==> src/rtl/dla_ifm_loader_if.sv <==
// -----------------------------------------------------------------------------
// dla_ifm_loader_if
//   Bus bundle between the IFM loader and the rest of the system: the
//   system-memory read port and the DLA buffer write port.
//
//   Memory read handshake: the master raises mem_req with mem_addr and holds
//   both stable until a cycle in which mem_gnt is high; that cycle transfers
//   the request. The response arrives later as a single-cycle mem_rvalid
//   pulse carrying mem_rdata. Responses cannot be back-pressured.
//
//   DLA write port: w_addr/w_data are qualified by the strobes. ifm0_w_en and
//   ifm1_w_en are active-low byte enables; weight_w_en is active-high.
//
//   master : the loader (drives requests and DLA writes)
//   slave  : memory responder / DLA buffers
// -----------------------------------------------------------------------------
interface dla_ifm_loader_if;
    logic        mem_req;
    logic [31:0] mem_addr;
    logic        mem_gnt;
    logic        mem_rvalid;
    logic [31:0] mem_rdata;

    logic [31:0] w_addr;
    logic [31:0] w_data;
    logic [3:0]  ifm0_w_en;
    logic [3:0]  ifm1_w_en;
    logic [3:0]  weight_w_en;

    modport master (
        output mem_req, mem_addr,
        input  mem_gnt, mem_rvalid, mem_rdata,
        output w_addr, w_data, ifm0_w_en, ifm1_w_en, weight_w_en
    );

    modport slave (
        input  mem_req, mem_addr,
        output mem_gnt, mem_rvalid, mem_rdata,
        input  w_addr, w_data, ifm0_w_en, ifm1_w_en, weight_w_en
    );
endinterface

==> src/rtl/dla_ifm_loader.sv <==
// -----------------------------------------------------------------------------
// dla_ifm_loader
//   Copies a block of 32-bit words from a system-memory read port into one of
//   the DLA buffers (IFM0, IFM1 or the weight registers). Before every word it
//   checks whether the DLA is busy reading the targeted buffer and waits if
//   so, which lets a load into the idle IFM buffer overlap with computation on
//   the other one.
//
// Ports
//   clk, rst        single clock, synchronous active-high reset
//   cfg_src_addr    byte address of the first source word (latched at start)
//   cfg_dst_addr    first destination word index (latched at start)
//   cfg_len         number of words (latched at start)
//   cfg_target      00 IFM0, 01 IFM1, 10 WEIGHT, 11 reserved (error)
//   start           one-cycle start pulse, only honoured in IDLE
//   abort           terminate the current transfer
//   dla_busy        DLA is computing
//   dla_buf_sel     IFM buffer the DLA is reading (0 = IFM0, 1 = IFM1)
//   bus             memory read port + DLA write port (master side)
//   busy            high from the accepted start through the done cycle
//   done            one-cycle completion pulse
//   err             sticky error, cleared by the next accepted start
//   dbg_state_o     current FSM state
// -----------------------------------------------------------------------------
module dla_ifm_loader #(
    parameter int DST_ADDR_W = 12,
    parameter int LEN_W      = 12
) (
    input  logic                  clk,
    input  logic                  rst,
    input  logic [31:0]           cfg_src_addr,
    input  logic [DST_ADDR_W-1:0] cfg_dst_addr,
    input  logic [LEN_W-1:0]      cfg_len,
    input  logic [1:0]            cfg_target,
    input  logic                  start,
    input  logic                  abort,
    input  logic                  dla_busy,
    input  logic                  dla_buf_sel,
    dla_ifm_loader_if.master      bus,
    output logic                  busy,
    output logic                  done,
    output logic                  err,
    output logic [2:0]            dbg_state_o
);

    localparam logic [2:0] ST_IDLE  = 3'd0;
    localparam logic [2:0] ST_HOLD  = 3'd1;
    localparam logic [2:0] ST_REQ   = 3'd2;
    localparam logic [2:0] ST_WAIT  = 3'd3;
    localparam logic [2:0] ST_WR    = 3'd4;
    localparam logic [2:0] ST_DONE  = 3'd5;
    localparam logic [2:0] ST_DRAIN = 3'd6;

    localparam logic [1:0] TGT_IFM0   = 2'b00;
    localparam logic [1:0] TGT_IFM1   = 2'b01;
    localparam logic [1:0] TGT_WEIGHT = 2'b10;
    localparam logic [1:0] TGT_RSVD   = 2'b11;

    logic [2:0]            state_q,  state_d;
    logic [1:0]            tgt_q,    tgt_d;
    logic [LEN_W-1:0]      len_q,    len_d;
    logic [LEN_W-1:0]      n_q,      n_d;
    logic [31:0]           src_q,    src_d;     // address of the current word
    logic [DST_ADDR_W-1:0] dst_q,    dst_d;     // index of the current word
    logic [DST_ADDR_W-1:0] w_addr_q, w_addr_d;
    logic [31:0]           w_data_q, w_data_d;
    logic                  err_q,    err_d;

    logic                  hold_cur;
    logic                  hold_cfg;
    logic [LEN_W-1:0]      n_inc;

    // True when writing into tgt now would collide with the DLA reading it.
    function automatic logic must_hold(input logic [1:0] tgt,
                                       input logic       dbusy,
                                       input logic       sel);
        logic h;
        case (tgt)
            TGT_IFM0:   h = dbusy && !sel;
            TGT_IFM1:   h = dbusy && sel;
            TGT_WEIGHT: h = dbusy;
            default:    h = 1'b0;
        endcase
        return h;
    endfunction

    // The hold check is folded into the transitions out of IDLE and WR, so a
    // word that does not need to wait costs only REQ/WAIT/WR (3 cycles). The
    // HOLD state is only occupied while actually stalling.
    always_comb begin
        hold_cur = must_hold(tgt_q, dla_busy, dla_buf_sel);
        hold_cfg = must_hold(cfg_target, dla_busy, dla_buf_sel);
        n_inc    = n_q + 1'b1;

        state_d  = state_q;
        tgt_d    = tgt_q;
        len_d    = len_q;
        n_d      = n_q;
        src_d    = src_q;
        dst_d    = dst_q;
        w_addr_d = w_addr_q;
        w_data_d = w_data_q;
        err_d    = err_q;

        case (state_q)
            ST_IDLE: begin
                // abort is ignored here, so start wins when both are high
                if (start) begin
                    tgt_d = cfg_target;
                    len_d = cfg_len;
                    n_d   = '0;
                    src_d = cfg_src_addr;
                    dst_d = cfg_dst_addr;
                    err_d = 1'b0;
                    if (cfg_target == TGT_RSVD) begin
                        err_d   = 1'b1;
                        state_d = ST_DONE;
                    end else if (cfg_len == '0) begin
                        state_d = ST_DONE;
                    end else if (hold_cfg) begin
                        state_d = ST_HOLD;
                    end else begin
                        state_d = ST_REQ;
                    end
                end
            end

            ST_HOLD: begin
                if (abort) begin
                    err_d   = 1'b1;
                    state_d = ST_DONE;
                end else if (!hold_cur) begin
                    state_d = ST_REQ;
                end
            end

            ST_REQ: begin
                // A grant in the same cycle as abort means a response is on
                // its way and must be drained before finishing.
                if (bus.mem_gnt) begin
                    state_d = abort ? ST_DRAIN : ST_WAIT;
                    if (abort) begin
                        err_d = 1'b1;
                    end
                end else if (abort) begin
                    err_d   = 1'b1;
                    state_d = ST_DONE;
                end
            end

            ST_WAIT: begin
                if (abort) begin
                    // Data arriving together with abort is simply dropped.
                    err_d   = 1'b1;
                    state_d = bus.mem_rvalid ? ST_DONE : ST_DRAIN;
                end else if (bus.mem_rvalid) begin
                    w_data_d = bus.mem_rdata;
                    w_addr_d = dst_q;
                    state_d  = ST_WR;
                end
            end

            ST_DRAIN: begin
                if (bus.mem_rvalid) begin
                    state_d = ST_DONE;
                end
            end

            ST_WR: begin
                // Write strobe is active this cycle; advance to the next word.
                n_d   = n_inc;
                src_d = src_q + 32'd4;
                dst_d = dst_q + 1'b1;
                if (abort) begin
                    err_d   = 1'b1;
                    state_d = ST_DONE;
                end else if (n_inc == len_q) begin
                    state_d = ST_DONE;
                end else if (hold_cur) begin
                    state_d = ST_HOLD;
                end else begin
                    state_d = ST_REQ;
                end
            end

            ST_DONE: begin
                state_d = ST_IDLE;
            end

            default: begin
                state_d = ST_IDLE;
            end
        endcase
    end

    always_ff @(posedge clk) begin
        if (rst) begin
            state_q  <= ST_IDLE;
            tgt_q    <= TGT_IFM0;
            len_q    <= '0;
            n_q      <= '0;
            src_q    <= '0;
            dst_q    <= '0;
            w_addr_q <= '0;
            w_data_q <= '0;
            err_q    <= 1'b0;
        end else begin
            state_q  <= state_d;
            tgt_q    <= tgt_d;
            len_q    <= len_d;
            n_q      <= n_d;
            src_q    <= src_d;
            dst_q    <= dst_d;
            w_addr_q <= w_addr_d;
            w_data_q <= w_data_d;
            err_q    <= err_d;
        end
    end

    // All outputs decode directly from registered state, so none of them has
    // a combinational path from an input.
    assign bus.mem_req     = (state_q == ST_REQ);
    assign bus.mem_addr    = src_q;
    assign bus.w_addr      = 32'(w_addr_q);
    assign bus.w_data      = w_data_q;
    assign bus.ifm0_w_en   = (state_q == ST_WR && tgt_q == TGT_IFM0)   ? 4'h0 : 4'hf;
    assign bus.ifm1_w_en   = (state_q == ST_WR && tgt_q == TGT_IFM1)   ? 4'h0 : 4'hf;
    assign bus.weight_w_en = (state_q == ST_WR && tgt_q == TGT_WEIGHT) ? 4'hf : 4'h0;

    assign busy        = (state_q != ST_IDLE);
    assign done        = (state_q == ST_DONE);
    assign err         = err_q;
    assign dbg_state_o = state_q;

endmodule

==> src/flat_wrapper.sv <==
// flat-port wrapper written by rule: the top's interface ports become plain ports
module dla_ifm_loader_flat 
#(
    parameter int DST_ADDR_W = 12,
    parameter int LEN_W      = 12
)
  (clk, rst, cfg_src_addr, cfg_dst_addr, cfg_len, cfg_target, start, abort, dla_busy, dla_buf_sel, busy, done, err, dbg_state_o, bus_mem_req, bus_mem_addr, bus_mem_gnt, bus_mem_rvalid, bus_mem_rdata, bus_w_addr, bus_w_data, bus_ifm0_w_en, bus_ifm1_w_en, bus_weight_w_en);
  dla_ifm_loader_if bus_i ();
  input  logic clk;
  input  logic rst;
  input  logic [31:0] cfg_src_addr;
  input  logic [DST_ADDR_W-1:0] cfg_dst_addr;
  input  logic [LEN_W-1:0] cfg_len;
  input  logic [1:0] cfg_target;
  input  logic start;
  input  logic abort;
  input  logic dla_busy;
  input  logic dla_buf_sel;
  output logic busy;
  output logic done;
  output logic err;
  output logic [2:0] dbg_state_o;
  output wire logic [$bits(bus_i.mem_req)-1:0] bus_mem_req;
  output wire logic [$bits(bus_i.mem_addr)-1:0] bus_mem_addr;
  input wire logic [$bits(bus_i.mem_gnt)-1:0] bus_mem_gnt;
  input wire logic [$bits(bus_i.mem_rvalid)-1:0] bus_mem_rvalid;
  input wire logic [$bits(bus_i.mem_rdata)-1:0] bus_mem_rdata;
  output wire logic [$bits(bus_i.w_addr)-1:0] bus_w_addr;
  output wire logic [$bits(bus_i.w_data)-1:0] bus_w_data;
  output wire logic [$bits(bus_i.ifm0_w_en)-1:0] bus_ifm0_w_en;
  output wire logic [$bits(bus_i.ifm1_w_en)-1:0] bus_ifm1_w_en;
  output wire logic [$bits(bus_i.weight_w_en)-1:0] bus_weight_w_en;
  assign bus_mem_req = bus_i.mem_req;
  assign bus_mem_addr = bus_i.mem_addr;
  assign bus_i.mem_gnt = bus_mem_gnt;
  assign bus_i.mem_rvalid = bus_mem_rvalid;
  assign bus_i.mem_rdata = bus_mem_rdata;
  assign bus_w_addr = bus_i.w_addr;
  assign bus_w_data = bus_i.w_data;
  assign bus_ifm0_w_en = bus_i.ifm0_w_en;
  assign bus_ifm1_w_en = bus_i.ifm1_w_en;
  assign bus_weight_w_en = bus_i.weight_w_en;
  dla_ifm_loader #(.DST_ADDR_W(DST_ADDR_W), .LEN_W(LEN_W)) u_core (.clk(clk), .rst(rst), .cfg_src_addr(cfg_src_addr), .cfg_dst_addr(cfg_dst_addr), .cfg_len(cfg_len), .cfg_target(cfg_target), .start(start), .abort(abort), .dla_busy(dla_busy), .dla_buf_sel(dla_buf_sel), .bus(bus_i), .busy(busy), .done(done), .err(err), .dbg_state_o(dbg_state_o));
endmodule
==> config.mk <==
export PLATFORM = sky130hd
export DESIGN_NAME = dla_ifm_loader_flat
export DESIGN_NICKNAME = d
export VERILOG_FILES = /design/src/rtl/dla_ifm_loader_if.sv /design/src/rtl/dla_ifm_loader.sv /design/src/flat_wrapper.sv
export SDC_FILE = /design/constraint.sdc
export NUM_CORES = 1
export LEC_CHECK = 0
export BUFFER_PORTS_ARGS = -buffer_cell sky130_fd_sc_hd__buf_2
export CORE_UTILIZATION = 40
export CTS_BUF_LIST = sky130_fd_sc_hd__clkbuf_8 sky130_fd_sc_hd__clkbuf_16
export DETAILED_ROUTE_END_ITERATION = 10
export PLACE_DENSITY_LB_ADDON = 0.25
export REMOVE_ABC_BUFFERS = 1
export SYNTH_ARGS = -nofsm -noshare
export SYNTH_HDL_FRONTEND = slang
export SYNTH_SLANG_ARGS = --single-unit
==> constraint.sdc <==
create_clock -name clk -period 3.7 [get_ports clk]
set_input_delay 0 -clock clk [delete_from_list [all_inputs] [get_ports clk]]
set_output_delay 0 -clock clk [all_outputs]
set_load 0.01 [all_outputs]
## Word level (Yosys, flattened, before mapping)

Cells that the tools add are included.

| operators by class | value |
|---|---|
| $lt $le $gt $ge | 0 |
| divide/modulo/power cells | 0 |
| $add $sub $neg | 3 |
| equality and inequality tests | 18 |
| reductions and logical operators | 19 |
| mux-type cells | 32 |
| shift-type cells | 0 |
| multipliers | 0 |
| bitwise operators | 1 |

Operators by type and width:

| kind | number |
|---|---|
| $pmux W32 S2 | 1 |
| $pmux W12 S2 | 2 |
| $mux W3 | 13 |
| $add A32 B3 Y32 const B | 1 |
| $mux W32 | 1 |
| $add A12 B1 Y12 const B | 2 |
| $mux W12 | 2 |
| $pmux W3 S6 | 1 |
| $eq A12 B12 Y1 | 1 |
| $logic_not A12 Y1 | 1 |
| $mux W4 | 3 |
| $eq A3 B3 Y1 const B | 3 |
| $eq A2 B2 Y1 const B | 3 |
| $eq A3 B2 Y1 const B | 2 |
| $mux W2 | 3 |
| $ne A3 B3 Y1 const B | 2 |
| $pmux W1 S3 | 2 |
| $reduce_and A3 Y1 | 2 |
| $logic_and A1 B1 Y1 | 5 |
| $reduce_and A5 Y1 | 1 |
| $eq A2 B1 Y1 const B | 2 |
| $logic_not A2 Y1 | 2 |
| $ne A2 B2 Y1 const B | 2 |
| $reduce_and A2 Y1 | 2 |
| 11 further kinds | 14 |

| storage, ports and cells | value |
|---|---|
| memory bits (writable) | 0 |
| bits in latches | 0 |
| bits in registers | 118 |
| memories kept | 0 |
| output and inout bits | 115 |
| ROM bits | 0 |

## Depth between registers and ports, before layout

| depth | value |
|---|---|
| word-level depth | 8 |
| depth in mapped cells | 7 |
| gate-level depth less buffers | 7 |

## Worst setup path before layout

No wires, ideal clock.

| timing path | value |
|---|---|
| path kind | reg-to-reg |
| start point | register u_core.src_q[11], in the netlist u_core.bus.mem_addr[11] |
| end point | register u_core.src_q[30], in the netlist u_core.bus.mem_addr[30] |
| stages on the path, launching flop included | 7 |
| path slack | 1345 ps |
| path buffers | 0 |
| data arrival time | 2276 ps |
| period minus slack after synthesis | 2355 ps |
| path through | dfxtp_1 -> nand4_2 -> or4_4 -> or4_4 -> nor3_4 -> a311oi_1 -> a211oi_2 |

| on the way | value |
|---|---|
| word-level cells in the longest chain between the ends | 2 |

RTL lines:

| what | line | source |
|---|---|---|
| from (decl) | dla_ifm_loader.sv:63 | `logic [31:0] src_q, src_d;` |
| from (signal assigned) | dla_ifm_loader.sv:212 | `src_q <= src_d;` |
| $add A32 B3 Y32 | dla_ifm_loader.sv:172 | `src_d = src_q + 32'd4;` |
| $pmux W32 S2 | dla_ifm_loader.sv:105 | `case (state_q)` |

No other way between the ends.
A chain may end at the register's enable or synchronous reset.

## Final worst setup path

| timing path | value |
|---|---|
| start point | register u_core.state_q[0], in the netlist u_core.dbg_state_o[0] |
| end point | register u_core.src_q[31], in the netlist u_core.bus.mem_addr[31] |

| on the way | value |
|---|---|
| word-level cells in the longest chain between the ends | 3 |
| elaborated cells between the ends (all ways) | 6 |

RTL lines:

| what | line | source |
|---|---|---|
| from (decl) | dla_ifm_loader.sv:59 | `logic [2:0] state_q, state_d;` |
| from (signal assigned) | dla_ifm_loader.sv:208 | `state_q <= state_d;` |
| $eq A3 B3 Y1 or $logic_not A3 Y1 (tied branches) | dla_ifm_loader.sv:105 |  |
| $reduce_bool A2 Y1 (no source line) or $ne A2 B2 Y1 (tied branches) | -- |  |
| $reduce_and A2 Y1 (no source line) | -- |  |

Parallel ways exist; a longest one is shown, timed or not.

==> flow_metrics.py <==
metrics = {
    "yosys": {
        "seq_area_frac_synth_pct": 39.8,
        "synth_largest_area_cell": "dfxtp_1",
        "synth.distinct_cells": 59,
        "yosys_warnings": 0,
        "synthCells": 790,
        "synth_edf_count": 0,
        "synth-xor-area-share_pct": 2.65,
        "ys_seq_elements": 118,
        "synth.mux.area_fraction_pct": 0.716,
        "synth_area_leaders": "dfxtp_1, nand2_1, a21oi_1",
        "synth-compound-area-share_pct": 21.8,
        "synth_top_area_share_pct": 39.8,
        "ys.flop_type": "dfxtp_1",
        "synth.avg_cell_area_sq_um": 7.52,
        "synth-async-reset-ratio_pct": 0,
        "synth_top_family_by_area": "simple AND/OR/NAND/NOR gates",
        "synthAdderAreaFrac_pct": 0.632,
        "synth.cell_area_sq_um": 5940,
        "synthSimpleGateAreaFrac_pct": 27.2,
    },
    "sta": {
        "period_needed_ns": 2.84,
        "period_share_pct": 76.8,
        "rsz0062_at_grt": "no",
        "fmax_ghz": 0.352,
        "maxSlewViolCount": 0,
        "finalClockSkew_ns": 0.00683,
        "max-slew-margin-rel_pct": 4.88,
        "hold_viol": 0,
        "fin_setup_tns_ns": 0,
        "tightestPinTransition_ns": 1.42,
        "setup_viol": 0,
    },
    "grt": {
        "grt_pass1_vias": 5970,
        "grt_antenna_before_repair": 0,
        "grt_pass1_wl_mm": 28.3,
        "grtUsageTotal_pct": 23.5,
        "grt_max_degree": 91,
        "grt_overflow_total": 0,
    },
    "place": {
        "place.gp.congestion": 0.888,
        "port_buffers": 192,
        "post-dp-hpwl_mm": 11.3,
    },
    "cts": {
        "max-clock-path-buffers": 2,
        "clk_pin_slew_ns": 0.06,
        "cts_setup_buffers": 0,
        "clock-sinks": 118,
        "cts_root_buffer": "clkbuf_16",
        "cts_max_level": 4,
        "tritoncts": "yes",
        "cts_buffers": 17,
        "clk_latency_ns": 0.42,
    },
    "worst_setup_path": {
        "crit_path_end_kind": "register",
        "start_kind": "register",
        "critPathRequiredTime_ns": 4.05,
        "cp.arrival_ns": 3.19,
        "critPathMaxFanout": 22,
        "worstSetupPathType": "register to register",
    },
    "cells_and_area": {
        "drive_gt1_share_pct": 23.1,
        "multi_input_area_sq_um": 3230,
        "utilization_pct": 57.3,
        "syn2layout_area_growth_pct": 40.2,
        "diodes": 0,
        "seq_area_sq_um": 2360,
        "nFillCells": 1381,
        "final_net_count": 1140,
    },
    "power": {
        "peakVddDrop_v": 0.000361,
        "power_density_nw_per_um2": 587,
        "leakagePower_nw": 3.44,
    },
    "floorplan": {
        "die_y_microns": 124,
        "num_rows": 44,
        "die_w_microns": 124,
        "fp.dieArea_sq_um": 15300,
        "ioPinCount": 213,
        "coreArea_sq_um": 14500,
        "start_util_pct": 40.9,
    },
    "drt": {
        "drcViolationCount": 0,
        "dr.pass1.iters": 5,
        "wl_per_cell_microns": 14.6,
        "drt-total-wl_mm": 18.0,
        "vias": 6514,
        "drt-vias-per-instance": 5.27,
        "ant_nets": 0,
        "drt_iter0_drc": 363,
    },
    "min_path": {
        "worstHoldPathType": "input pin to register",
    },
    "status": {
        "status": "completed",
    },
    "flow_run": {
        "cap_violations": 0,
    },
}
[metrics by stage]
| step | instance area [sq um] | power (mW) | cells | setup WS [ns] | hold slack, ns |
|---|---|---|---|---|---|
| 2_1_floorplan | 5600 | 2.65 | 730 | 0.578 | 0.0691 |
| 3_3_place_gp | 6860 | 3.24 | 1114 | 1.10 | 0.231 |
| 3_5_place_dp | 6860 | 3.25 | 1114 | 0.963 | 0.239 |
| 4_1_cts | 8320 | 4.90 | 1236 | 0.930 | 0.0302 |
| 5_1_grt | 8320 | 5.21 | 1236 | 0.720 | 0.0738 |
| 6_report | 8320 | 4.89 | 1236 | 0.858 | 0.0426 |
[state kept, by name (all words and copies together) (netlist names)]
signal               count
u_core.tgt_q             2
u_core.w_addr_q         12
u_core.bus.w_data       32
u_core.dbg_state_o       3
u_core.bus.mem_addr     32
u_core.n_q              12
u_core.err               1
u_core.dst_q            12
u_core.len_q            12
[metal layers]
layer	wire (microns)	GRT usage, %
met1	8090	29.3
met2	8470	38.9
met3	1220	5.77
met4	268	8.58
met5	0	0
[layout make-up]
type,count,area share [%]
multi-input cells,607,38.8
flip-flops and latches,118,28.4
repair buffers,290,23.1
clock buffers,17,5.11
well taps,184,2.77
clock inverters,15,1.59
inverters,5,0.225
[power by group]
part	internal [mW]	leakage [nW]	switching, mW
combinational	0.627	2.21	0.939
sequential	1.48	0.961	0.284
clock	0.924	0.271	0.639
total	3.03	3.44	1.86
[repair_timing]
item / CTS / global route
gates resized for setup: 0 / 0
endpoints found under the hold margin: 91 / 0
hold buffers: 90 / 0
[critical path: stages (launching register included)]
cell and delay, ns:
dfxtp_1 0.76, nor3_1 0.19, and2_2 0.25, nor2_1 1.05, buf_4 0.27, a22oi_1 0.07, a21oi_1 0.16
[cells in the final DEF, fill, tap and decap left out, drive strengths merged, types with 3 or more instances in the layout]
cell	n
xnor2	13
dfxtp	118
a2111oi	7
nand2b	6
a32oi	3
a31oi	14
a221oi	3
clkinv	7
o21a	3
o211ai	7
buf	200
dlygate4sd3	90
nand3	17
nand4	11
a211oi	11
and2	4
a22oi	7
and4	3
clkbuf	17
o21ai	27
ha	3
nor2	59
clkinvlp	3
conb	20
a311oi	3
a21oi	113
nand2	166
or3	4
inv	9
nor4	21
and3	11
nor2b	8
o21bai	3
nor3	22
xor2	5
a21o	3
nor3b	4
[cells by family after synthesis]
logic type               Yosys count
AND/OR/NAND/NOR                  346
AO/OA/AOI/OAI                    216
flip-flops                       118
buffers and inverters             84
XOR/XNOR                          18
multiplexers                       4
adder cells (fa/ha/maj)            3
other                              1
[Yosys cell counts (all sizes together) (3+ instances only)]
cell	number
a2111oi	7
a211oi	11
a21o	3
a21oi	113
a221oi	3
a22oi	7
a311oi	3
a31oi	14
a32oi	3
and2	4
and3	11
and4	3
buf	33
clkbuf	46
dfxtp	118
ha	3
inv	5
nand2	166
nand2b	6
nand3	17
nand4	11
nor2	59
nor2b	8
nor3	22
nor3b	4
nor4	21
o211ai	7
o21a	3
o21ai	27
o21bai	3
or3	4
xnor2	13
xor2	5
[final timing paths]
path	startpoint	endpoint	slack [ns]	cells past startpoint
setup / recovery	u_core.dbg_state_o[0]	u_core.bus.mem_addr[31]	0.86	6
hold / removal	abort	u_core.err	0.04	3
setup reg to reg	u_core.dbg_state_o[0]	u_core.bus.mem_addr[31]	0.86	6
hold reg to reg	u_core.bus.w_data[29]	u_core.bus.w_data[29]	0.45	2
(Power assumes the default switching activity.)
